--- src/rtl/wb_stream_arbiter.sv ---
// wb_stream_arbiter: two-requester Wishbone arbiter onto one shared slave port, alternating on ties.
// Define WB_STREAM_ARBITER_TIMEOUT_EN to compile in the ack watchdog (err + timeout_o pulse on a stalled slave).
module wb_stream_arbiter #(
  parameter int WB_AW   = 32,
  parameter int WB_DW   = 32,
  parameter int TIMEOUT = 255
) (
  input  logic               clk,
  input  logic               rst,
  input  logic [WB_AW-1:0]   m0_adr_i,
  input  logic [WB_DW-1:0]   m0_dat_i,
  input  logic [WB_DW/8-1:0] m0_sel_i,
  input  logic               m0_we_i,
  input  logic               m0_cyc_i,
  input  logic               m0_stb_i,
  input  logic [2:0]         m0_cti_i,
  input  logic [1:0]         m0_bte_i,
  output logic [WB_DW-1:0]   m0_dat_o,
  output logic               m0_ack_o,
  output logic               m0_err_o,
  output logic               m0_rty_o,
  input  logic [WB_AW-1:0]   m1_adr_i,
  input  logic [WB_DW-1:0]   m1_dat_i,
  input  logic [WB_DW/8-1:0] m1_sel_i,
  input  logic               m1_we_i,
  input  logic               m1_cyc_i,
  input  logic               m1_stb_i,
  input  logic [2:0]         m1_cti_i,
  input  logic [1:0]         m1_bte_i,
  output logic [WB_DW-1:0]   m1_dat_o,
  output logic               m1_ack_o,
  output logic               m1_err_o,
  output logic               m1_rty_o,
  output logic [WB_AW-1:0]   s_adr_o,
  output logic [WB_DW-1:0]   s_dat_o,
  output logic [WB_DW/8-1:0] s_sel_o,
  output logic               s_we_o,
  output logic               s_cyc_o,
  output logic               s_stb_o,
  output logic [2:0]         s_cti_o,
  output logic [1:0]         s_bte_o,
  input  logic [WB_DW-1:0]   s_dat_i,
  input  logic               s_ack_i,
  input  logic               s_err_i,
  input  logic               s_rty_i,
  output logic               timeout_o
);
  typedef enum logic [1:0] {IDLE, GNT0, GNT1} state_t;
  state_t state_q, state_d;
  logic last_q, last_d;
  logic g0, g1, stb_raw, hit;
  if (TIMEOUT < 1 || TIMEOUT > 65535) begin : g_bad_timeout
    $error("wb_stream_arbiter: TIMEOUT must be in 1..65535");
  end
  always_ff @(posedge clk or posedge rst) begin
    if (rst) begin
      state_q <= IDLE;
      last_q  <= 1'b1;
    end else begin
      state_q <= state_d;
      last_q  <= last_d;
    end
  end
  // The grant is only released when the owner's cyc samples low, so bursts stay atomic.
  always_comb begin
    state_d = state_q;
    if (state_q == IDLE)
      state_d = (m0_cyc_i && m1_cyc_i) ? (last_q ? GNT0 : GNT1) :
                m0_cyc_i ? GNT0 : m1_cyc_i ? GNT1 : IDLE;
    else if (state_q == GNT0 && !m0_cyc_i)
      state_d = m1_cyc_i ? GNT1 : IDLE;
    else if (state_q == GNT1 && !m1_cyc_i)
      state_d = m0_cyc_i ? GNT0 : IDLE;
    last_d = state_d == GNT0 ? 1'b0 : state_d == GNT1 ? 1'b1 : last_q;
  end
  always_comb begin
    g0       = state_q == GNT0;
    g1       = state_q == GNT1;
    stb_raw  = g0 ? m0_stb_i : g1 ? m1_stb_i : 1'b0;
    s_adr_o  = g0 ? m0_adr_i : g1 ? m1_adr_i : '0;
    s_dat_o  = g0 ? m0_dat_i : g1 ? m1_dat_i : '0;
    s_sel_o  = g0 ? m0_sel_i : g1 ? m1_sel_i : '0;
    s_we_o   = g0 ? m0_we_i  : g1 ? m1_we_i  : 1'b0;
    s_cyc_o  = g0 ? m0_cyc_i : g1 ? m1_cyc_i : 1'b0;
    s_cti_o  = g0 ? m0_cti_i : g1 ? m1_cti_i : '0;
    s_bte_o  = g0 ? m0_bte_i : g1 ? m1_bte_i : '0;
    s_stb_o  = stb_raw && !hit;
    m0_dat_o = s_dat_i;
    m1_dat_o = s_dat_i;
    m0_ack_o = g0 && s_ack_i;
    m0_err_o = g0 && (s_err_i || hit);
    m0_rty_o = g0 && s_rty_i;
    m1_ack_o = g1 && s_ack_i;
    m1_err_o = g1 && (s_err_i || hit);
    m1_rty_o = g1 && s_rty_i;
  end
`ifdef WB_STREAM_ARBITER_TIMEOUT_EN
  logic [15:0] cnt_q, cnt_d;
  logic stalled;
  // cnt_q holds the number of earlier consecutive stalled cycles, so the abort lands on stalled cycle TIMEOUT.
  always_comb begin
    stalled   = stb_raw && !(s_ack_i || s_err_i || s_rty_i);
    hit       = stalled && cnt_q == 16'(TIMEOUT - 1);
    cnt_d     = (stalled && !hit) ? cnt_q + 16'd1 : 16'd0;
    timeout_o = hit;
  end
  always_ff @(posedge clk or posedge rst) begin
    if (rst) cnt_q <= '0;
    else     cnt_q <= cnt_d;
  end
`else
  assign hit       = 1'b0;
  assign timeout_o = 1'b0;
`endif
endmodule

--- config.mk ---
export PLATFORM = sky130hd
export DESIGN_NAME = wb_stream_arbiter
export DESIGN_NICKNAME = d
export VERILOG_FILES = /design/src/rtl/wb_stream_arbiter.sv
export SDC_FILE = /design/constraint.sdc
export NUM_CORES = 1
export LEC_CHECK = 0
export ABC_AREA = 1
export BUFFER_PORTS_ARGS = -buffer_cell sky130_fd_sc_hd__buf_2
export CORE_AREA = 4 4 129 131
export CTS_CLUSTER_SIZE = 24
export DETAILED_ROUTE_END_ITERATION = 10
export DIE_AREA = 0 0 133 135
export PLACE_DENSITY = 0.53
export SLEW_MARGIN = 40
export SYNTH_ARGS = -nofsm -noshare
export SYNTH_HDL_FRONTEND = slang
export SYNTH_SLANG_ARGS = --single-unit
--- constraint.sdc ---
create_clock -name clk -period 2.4 [get_ports clk]
set_clock_uncertainty 0.1 [all_clocks]
set_input_delay 0.48 -clock clk [delete_from_list [all_inputs] [get_ports clk]]
set_output_delay 0.48 -clock clk [all_outputs]
set_load 0.005 [all_outputs]
==> metrics, run 1 <==
outcome complete, no violations; Post-CTS Setup Repair Bufs 0; end of the critical path s_cyc_o; Critical Path RT 1.82 ns; syn nets 552; Reg2Reg Capture Point last_q; first-pass GRT wire length 13.3 mm; FILL cells 1821; Max FO, Critical Path 34; Num CTS Buffers 3; dpl cells 724; Antenna Violating Nets Remaining 0; dominant cell type by area after synthesis nand3_1; Layout area overhead 40.2%; Max VDD drop between 0.5 and 0.6 mV; vias in the first global route 2466; largest cells by area after synthesis nand3_1 (28%), buf_4 (26%), nand2_1 (14%), nand3_2 (14%), buf_12 (3.6%); clock buffer depth 2; DRC 0; share of the synthesized area in the top cell type around 28%; Hold Buf Count CTS 0; RSZ-0062 raised after global routing no; H-tree lvl count 1; routed wire length 9.01 mm; setup TNS 0 ns; routability cong. 0.691; port bufs 238; number of max-cap violations 0; CTS tree built; Die W ~130 um; largest net degree at the start of global routing 80; Max Clk Rate 473 MHz; most numerous cell in the Yosys netlist nand3_1; mean routed wirelength per cell 12.4 um; Final setup viols 0; crit path from state_q[0]; CP Capture Type primary output; die area 18000 um2; Core Area 15600 um2; via count 2841; Cell variety after synth 20; Crit Reg-Reg Startpoint state_q[0]; Max Slew Vio Count 0; Final HPWL DP between 6 and 7 mm; grt ovf 0; fin crit share 88.1%; Starting DRT DRC Count 130; Layout Cells excl Fill 728; reg-to-reg slack, setup 0.57 ns; Final Hold Vio Count 0; final net count 703; Mapped Cells 362; PwrDens roughly 1000 nW/um2; HP Class in -> async; Sink Count 3; top post-synthesis cells by count nand3_1 (124), nand2_1 (81), buf_4 (75); initial antenna violation count 0; crit path kind reg -> out; post-synthesis sequential area ratio 3.46%; mean post-synth cell area 6.09 um2; Post-synth EDFFs 0; ys async rst share 100%; latest clock arrival within the worst-skew pair 0.22 ns; Arr. time, crit path around 1.5 ns; die span in y 135 um; final core utilization 19.8%; I/O pin cnt 336; synthesis-stage register bit count 3; Yosys Warn Count 0; min cycle time layout 2.12 ns; vias per cell 3.90; R2R cell count 7; Lkg Pwr 1.89 nW; main flop type after synthesis dfrtp_1; Initial Util roughly 14%; layout cells sized above 1 55.5%; Root Driver clkbuf_16; first-pass iteration count of the detailed router 6; number of diodes 0; Clock Pin Slew Worst Setup and Hold Paths 0.03 ns; post_cts resized 0; GRT Util Overall 8.92%; number of core rows 46; Post-Syn Area 2210 um2; Startpoint Class flop
## final cells by class
| type | instances | area, um2 | area share [%] |
|---|---|---|---|
| multi-input cells | 252 | 1310 | 42.2 |
| flip-flops and latches | 3 | 81.3 | 2.63 |
| repair buffers | 245 | 1320 | 42.8 |
| inverters | 8 | 32.5 | 1.05 |
| clock buffers | 4 | 78.8 | 2.55 |
| well taps | 216 | 270 | 8.74 |
## logic make-up (layout without fill, tap and decap cells)
kind of cell | after synthesis | after routing | share of synthesized area, %
buffers and inverters | 107 | 257 | 37.3
AND/OR/NAND/NOR | 245 | 245 | 57.3
other | 1 | 1 | 0.170
adder cells (fa/ha/maj) | 1 | 1 | 0.567
flip-flops | 3 | 3 | 3.46
AO/OA/AOI/OAI | 5 | 5 | 1.13
## registers in the layout, summed over array words and instances (netlist names)
name,cells
state_q,2
last_q,1
## how the worst min path moves through the flow
stage          slack (ns)  from         end
2_1_floorplan        0.13   rst  state_q[0]
3_3_place_gp         0.27   rst  state_q[1]
3_5_place_dp         0.27   rst  state_q[1]
4_1_cts              0.03   rst  state_q[1]
5_1_grt              0.04   rst  state_q[1]
6_report             0.03   rst  state_q[0]
## critical path: stages, from the launching register on
cell     delay (ns)
dfrtp_2        0.59
buf_12         0.25
nand2_1        0.14
o21ai_0        0.18
buf_2          0.14
## cells in the final DEF (no fill, tap or decap), drive strengths merged
cell / n
clkbuf: 4
conb: 1
inv: 8
dfrtp: 2
buf: 245
a21oi: 2
nand2: 82
o21ai: 3
dfstp: 1
nor2: 9
ha: 1
nand3: 154
## metrics by stage
| stage | hold slack [ns] | area (um2) | setup WS (ns) | power (mW) |
|---|---|---|---|---|
| 5_1_grt | 0.0359 | 3090 | 0.0365 | 3.43 |
| 6_report | 0.0282 | 3090 | 0.285 | 3.10 |
| 3_5_place_dp | 0.268 | 3010 | 0.462 | 2.86 |
| 2_1_floorplan | 0.133 | 2210 | 0.882 | 2.07 |
| 3_3_place_gp | 0.271 | 3010 | 0.467 | 2.87 |
| 4_1_cts | 0.0335 | 3090 | 0.214 | 3.13 |
## where the power goes
group / total [mW] / switching [mW] / internal, mW
Sequential: 0.159 / 0.0668 / 0.0926
Combinational: 2.67 / 1.60 / 1.07
Clock: 0.262 / 0.0427 / 0.219
Total: 3.10 / 1.71 / 1.39
## per-layer routing
layer / global-route usage (%) / up-vias / part of all wire [%]
met1: 11.7 / 1210 / 43
met5: 0 / - / 0
li1: - / 1442 / -
met3: 3.95 / 9 / 12
met4: 1.39 / 0 / 0.60
met2: 13.8 / 180 / 44
(Power assumes the default switching activity.)
==> run 2, diff against run 1 <==
Settings changed: ABC_AREA 1 to default, CORE_AREA 4 4 129 131 to 4 4 127 129, DIE_AREA 0 0 133 135 to 0 0 131 133, PLACE_DENSITY 0.53 to 0.49.
==> run 2 against run 1 <==
  * First-iteration DRC count is 48% lower
  * Sequential cell count stayed put
  * Worst hold slack worse by 0.011 ns
  * Utilization is 3.5 points lower
  * Die area is 3.0% lower
  * Critical path depth stayed put
  * Highest routed layer unchanged
  * Synthesized cell count is 49% lower
  * Register-to-register slack better by 0.32 ns
  * Combinational power is 46% lower
==> metrics, run 2 <==
reg-to-reg slack, setup 0.89 ns (+0.32 ns); Startpoint Class flop; I/O pin cnt 336 (unchanged); Yosys Warn Count 0 (unchanged); layout cells sized above 1 71.8% (+16 points); RSZ-0062 raised after global routing no; Core Area 15000 um2 (-3.6%); Lkg Pwr 1.49 nW (-21%); FILL cells 1728 (-5.1%); synthesis-stage register bit count 3 (unchanged); Initial Util 9.91% (-4.2 points); Root Driver clkbuf_16; Critical Path RT 1.82 ns (about the same); Sink Count 3 (unchanged); DRC 0 (unchanged); routed wire length 6.94 mm (-23%); dpl cells 531 (-27%); Antenna Violating Nets Remaining 0 (unchanged); Post-CTS Setup Repair Bufs 0 (unchanged); GRT Util Overall 6.38% (-2.5 points); Top reg by flops state_q; most common cell after layout, fill and taps aside buf_2; largest cells by area after synthesis a22o_1 (45%), buf_4 (33%), buf_2 (4.4%), buf_6 (3.8%), dfrtp_1 (3.4%); Mapped Cells 184 (-49%); Hold Buf Count CTS 0 (unchanged); post-synthesis sequential area ratio 5.12% (+1.7 points); Max VDD drop 0.533 mV (-8.8%); first-pass GRT wire length 9.07 mm (-32%); first-pass iteration count of the detailed router 2 (-4); Num CTS Buffers 3 (unchanged); Layout Cells excl Fill 535 (-27%); Post-synth EDFFs 0 (unchanged); Reg2Reg Capture Point last_q; ys async rst share 100% (unchanged); dominant cell type by area after synthesis a22o_1; number of core rows 45 (-2.2%); vias in the first global route 1867 (-24%); main flop type after synthesis dfrtp_1; post_cts resized 0 (unchanged); Placed Instance Area 2380 um2 (-21%); Max FO, Critical Path 32 (-5.9%); Die W 131 um (-1.5%); number of max-cap violations 0 (unchanged); port bufs 238 (unchanged); number of diodes 0 (unchanged); Max Clk Rate 463 MHz (-2.0%); finished layout cell area 2460 um2 (-21%); Layout area overhead 64.8%; Max Slew Vio Count 0 (unchanged); initial antenna violation count 0 (unchanged); Starting DRT DRC Count 67 (-48%); Cell variety after synth 18 (-10%); Post-Syn Area 1490 um2 (-32%); crit path kind reg -> out; max reg flops 2 (unchanged); die span in y 133 um (-1.5%); vias per cell 3.70 (-5.2%); most numerous cell in the Yosys netlist a22o_1; PwrDens 739 nW/um2 (-26%); outcome complete, no violations; fin crit share 89.9% (+1.8 points); Crit Reg-Reg Startpoint state_q[0]; final hold slack 0.0168 ns (-0.0114 ns); die area 17400 um2 (-3.0%); Arr. time, crit path 1.58 ns (+0.04 ns); final core utilization 16.3% (-3.5 points); R2R cell count 4 (-3); mean routed wirelength per cell 13.0 um (+4.8%); Regs by FF count state_q: 2 flops, last_q: 1 flops; share of the synthesized area in the top cell type 45.3% (+17 points); Clock Pin Slew Worst Setup and Hold Paths 0.03 ns (about the same); min cycle time layout 2.16 ns (+0.0430 ns); H-tree lvl count 1 (unchanged); Final setup viols 0 (unchanged); Final HPWL DP 5.89 mm (-14%); largest net degree at the start of global routing 48 (-40%); clock buffer depth 2 (unchanged); HP Class in -> async; top post-synthesis cells by count a22o_1 (77), buf_4 (65), buf_2 (13); via count 1979 (-30%); syn nets 374 (-32%); setup TNS 0 ns (unchanged); final net count 538 (-23%); routability cong. 0.729 (+5.6%); grt ovf 0 (unchanged); mean post-synth cell area 8.10 um2 (+33%); CP Capture Type primary output; Final Hold Vio Count 0 (unchanged); CTS tree built; latest clock arrival within the worst-skew pair 0.22 ns (about the same); most frequent cells in the layout buf_2 (238), a22o_1 (77), and2_1 (6)
## run 2: changes by cell type after synthesis, moves of 2 or more
cell	previous run	this run
nand2_1	81	0
inv_1	6	3
buf_12	4	0
nand3_1	124	0
nor2_1	9	0
a22o_1	0	77
buf_4	75	65
nand3_2	30	0
and2_1	0	6
nor2b_1	0	2
a31oi_1	0	2
## run 2: cell type report
type	instances	area (um2)	area share (%)
clock buffer	4	78.8	3.21
inverter	3	11.3	0.458
multi-input combinational	95	808	32.9
sequential	3	76.3	3.11
tap	188	235	9.58
timing repair buffer	242	1250	50.7
## run 2: layer usage
layer  up-vias  wire, um  GRT usage, %
met5         -         0             0
met4         0       147          2.46
met3        24       889          1.70
met2       156      3500          12.4
met1       843      2410          6.25
li1        956         -             -
## run 2: kinds of logic (layout without fill, tap and decap cells)
| logic type | count (synthesis) | after routing | synth area share, % |
|---|---|---|---|
| buf+inv | 86 | 249 | 41.6 |
| flops | 3 | 3 | 5.12 |
| mux | 1 | 1 | 0.672 |
| fa+ha+maj | 1 | 1 | 0.839 |
| other cells | 1 | 1 | 0.252 |
| simple gates | 10 | 10 | 4.20 |
| compound gates | 82 | 82 | 47.3 |
## run 2: metrics by stage
| step | setup slack, ns | total power [mW] |
|---|---|---|
| 2_1_floorplan | 0.695 | 1.03 |
| 3_3_place_gp | 0.495 | 1.58 |
| 3_5_place_dp | 0.496 | 1.57 |
| 4_1_cts | 0.231 | 1.84 |
| 5_1_grt | 0.150 | 1.99 |
| 6_report | 0.242 | 1.82 |
## run 2: critical path: stages, from the launching register on
cell	delay [ns]
dfrtp_1	0.44
nor2b_4	0.22
buf_4	0.34
a22o_1	0.21
buf_2	0.11
## run 2: worst max path at each step
| stage | to | start |
|---|---|---|
| after CTS | s_adr_o[13] | state_q[0] |
| final | s_adr_o[19] | state_q[0] |
| after detailed placement | s_adr_o[13] | state_q[0] |
| after global placement | s_adr_o[0] | state_q[0] |
| after floorplan | s_dat_o[27] | state_q[0] |
| after global routing | s_adr_o[19] | state_q[0] |
## run 2: power by group
| group | switching, mW | leakage, nW | total, mW | internal (mW) |
|---|---|---|---|---|
| logic | 0.668 | 1.42 | 1.45 | 0.786 |
| registers | 0.0261 | 0.0326 | 0.0991 | 0.0730 |
| clock network | 0.0438 | 0.0382 | 0.263 | 0.219 |
==> run 3, diff against run 2 <==
Settings changed: BUFFER_PORTS_ARGS -buffer_cell sky130_fd_sc_hd__buf_2 to default, DONT_BUFFER_PORTS from default to 1, PLACE_DENSITY 0.49 to 0.3.
==> run 3 against run 2 <==
  * Worst hold slack gained 0.26 ns
  * Power shrank 29%
  * Sequential share of layout area is 3.0 points higher
  * Count of clock-buffer cells in the layout stayed put
  * Final area fell by 49%
  * Routed wire length decreased by 23%
  * Sequential cell count is the same
  * Global-route usage decreased by 1.5 points
  * Cell count decreased by 44%
  * Highest routed layer unchanged
==> metrics, run 3 (synthesis results as in run 2) <==
crit path from state_q[0]; GRT Util Overall 4.93% (-1.5 points); via count 1183 (-40%); Layout Cells excl Fill 298 (-44%); RSZ-0062 raised after global routing no; Root Driver clkbuf_16; CP Capture Type primary output; Layout area overhead -16.1%; initial antenna violation count 0 (unchanged); Reg2Reg Capture Point last_q; Critical Path RT 1.82 ns (about the same); Final HPWL DP 4.71 mm (-20%); die area 17400 um2 (unchanged); FILL cells 1724 (-0.23%); Max Slew Vio Count 0 (unchanged); crit path kind reg -> out; dpl cells 293 (-45%); mean routed wirelength per cell 17.9 um (+38%); min cycle time layout 2.09 ns (-0.0671 ns); Int Power 690 uW (-36%); number of core rows 45 (unchanged); Sink Count 3 (unchanged); first-pass iteration count of the detailed router 4 (+2); post_cts resized 0 (unchanged); number of diodes 0 (unchanged); Hold Startpoint m1_cyc_i; final net count 301 (-44%); die span in y 133 um (unchanged); routed wire length 5.34 mm (-23%); Final Hold Vio Count 0 (unchanged); Final setup viols 0 (unchanged); Max FO, Critical Path 46 (+44%); grt ovf 0 (unchanged); final hold slack 0.281 ns (+0.264 ns); layout cells sized above 1 10.0% (-62 points); latest clock arrival within the worst-skew pair 0.22 ns (about the same); routability cong. 0.637 (-13%); PwrDens 1030 nW/um2 (+39%); Antenna Violating Nets Remaining 0 (unchanged); Net Sw Frac 46.3% (+5.7 points); CTS tree built; outcome complete, no violations; Regs by FF count state_q: 2 flops, last_q: 1 flops; clock buffer depth 2 (unchanged); Startpoint Class flop; HP Class in -> reg; combinational share of power 71.7% (-8.4 points); end of the critical path s_dat_o[20]; Clk pwr share 20.5% (+6.0 points); DRC 0 (unchanged); register share of total power 7.8% (+2.3 points); Die W 131 um (unchanged); Lkg Pwr 0.475 nW (-68%); vias in the first global route 1189 (-36%); fin crit share 87.1% (-2.8 points); setup TNS 0 ns (unchanged); Initial Util 9.91% (unchanged); vias per cell 3.97 (+7.3%); most common cell after layout, fill and taps aside a22o_1; Sw Pwr 595 uW (-19%); Core Area 15000 um2 (unchanged); Pwr Total 1.29 mW (-29%); Starting DRT DRC Count 58 (-13%); Clock Pin Slew Worst Setup and Hold Paths 0.03 ns (about the same); largest net degree at the start of global routing 47 (-2.1%); Num CTS Buffers 3 (unchanged); Crit Reg-Reg Startpoint state_q[0]; number of max-cap violations 0 (unchanged); reg-to-reg slack, setup 0.89 ns (about the same); Max Clk Rate 478 MHz (+3.2%); R2R cell count 4 (unchanged); H-tree lvl count 1 (unchanged); port bufs 0 (-100%); most frequent cells in the layout a22o_1 (77), and2_1 (6), buf_4 (4); I/O pin cnt 336 (unchanged); first-pass GRT wire length 6.73 mm (-26%); Top reg by flops state_q; Max VDD drop 0.351 mV (-34%); max reg flops 2 (unchanged); Arr. time, crit path 1.51 ns (-0.07 ns)
-- run 3: cell types whose count changed in the layout (fill, tap and decap cells not counted), sizes merged --
cell,before,now
buf,242,4
dlygate4sd3,0,1
-- run 3: what timing repair did --
item,in CTS,in global routing
buffers inserted,0,0
endpoints found under the hold margin,2,0
hold buffers,1,0
-- run 3: cell type report --
cell class	instances	area, um2	share of cell area (%)
flip-flops and latches	3	76.3	6.11
clock buffers	4	78.8	6.31
well taps	188	235	18.8
inverters	3	11.3	0.901
repair buffers	5	40.0	3.20
multi-input cells	95	808	64.7
-- run 3: how the worst min path moves through the flow --
stage | endpoint | slack (ns) | cells after the start
4_1_cts | state_q[0] | 0.28 | 1
2_1_floorplan | state_q[0] | 0.13 | 1
3_5_place_dp | state_q[0] | 0.15 | 1
5_1_grt | state_q[0] | 0.29 | 1
6_report | state_q[0] | 0.28 | 1
3_3_place_gp | state_q[1] | 0.15 | 1
-- run 3: power groups by stage --
stage	Clock (mW)	Sequential, mW	Combinational, mW
CTS	0.270	0.0995	0.937
global placement	0	0.0984	0.933
global route	0.277	0.104	1.05
detailed placement	0	0.0998	0.932
finish	0.264	0.100	0.921
floorplan	0	0.0881	0.939
-- run 3: worst max-delay path, cell delays in order (launching register included) --
cell and delay (ns):
dfrtp_1 0.44, nor2b_4 0.19, buf_4 0.38, a22o_1 0.25
-- run 3: stage by stage --
stage	cell area, um2	setup slack, ns	utilization (%)
after floorplan	1490	0.695	-
after CTS	1250	0.318	8.31
after global routing	1250	0.158	8.31
final	1250	0.309	8.31
after global placement	1160	0.600	7.72
after detailed placement	1160	0.555	7.72
-- run 3: layer usage --
layer,vias to the layer above,GRT usage (%),routed length [um]
met5,-,0,0
met4,0,1.94,112
met3,24,1.78,722
met2,143,9.45,2930
met1,535,4.61,1570
li1,481,-,-
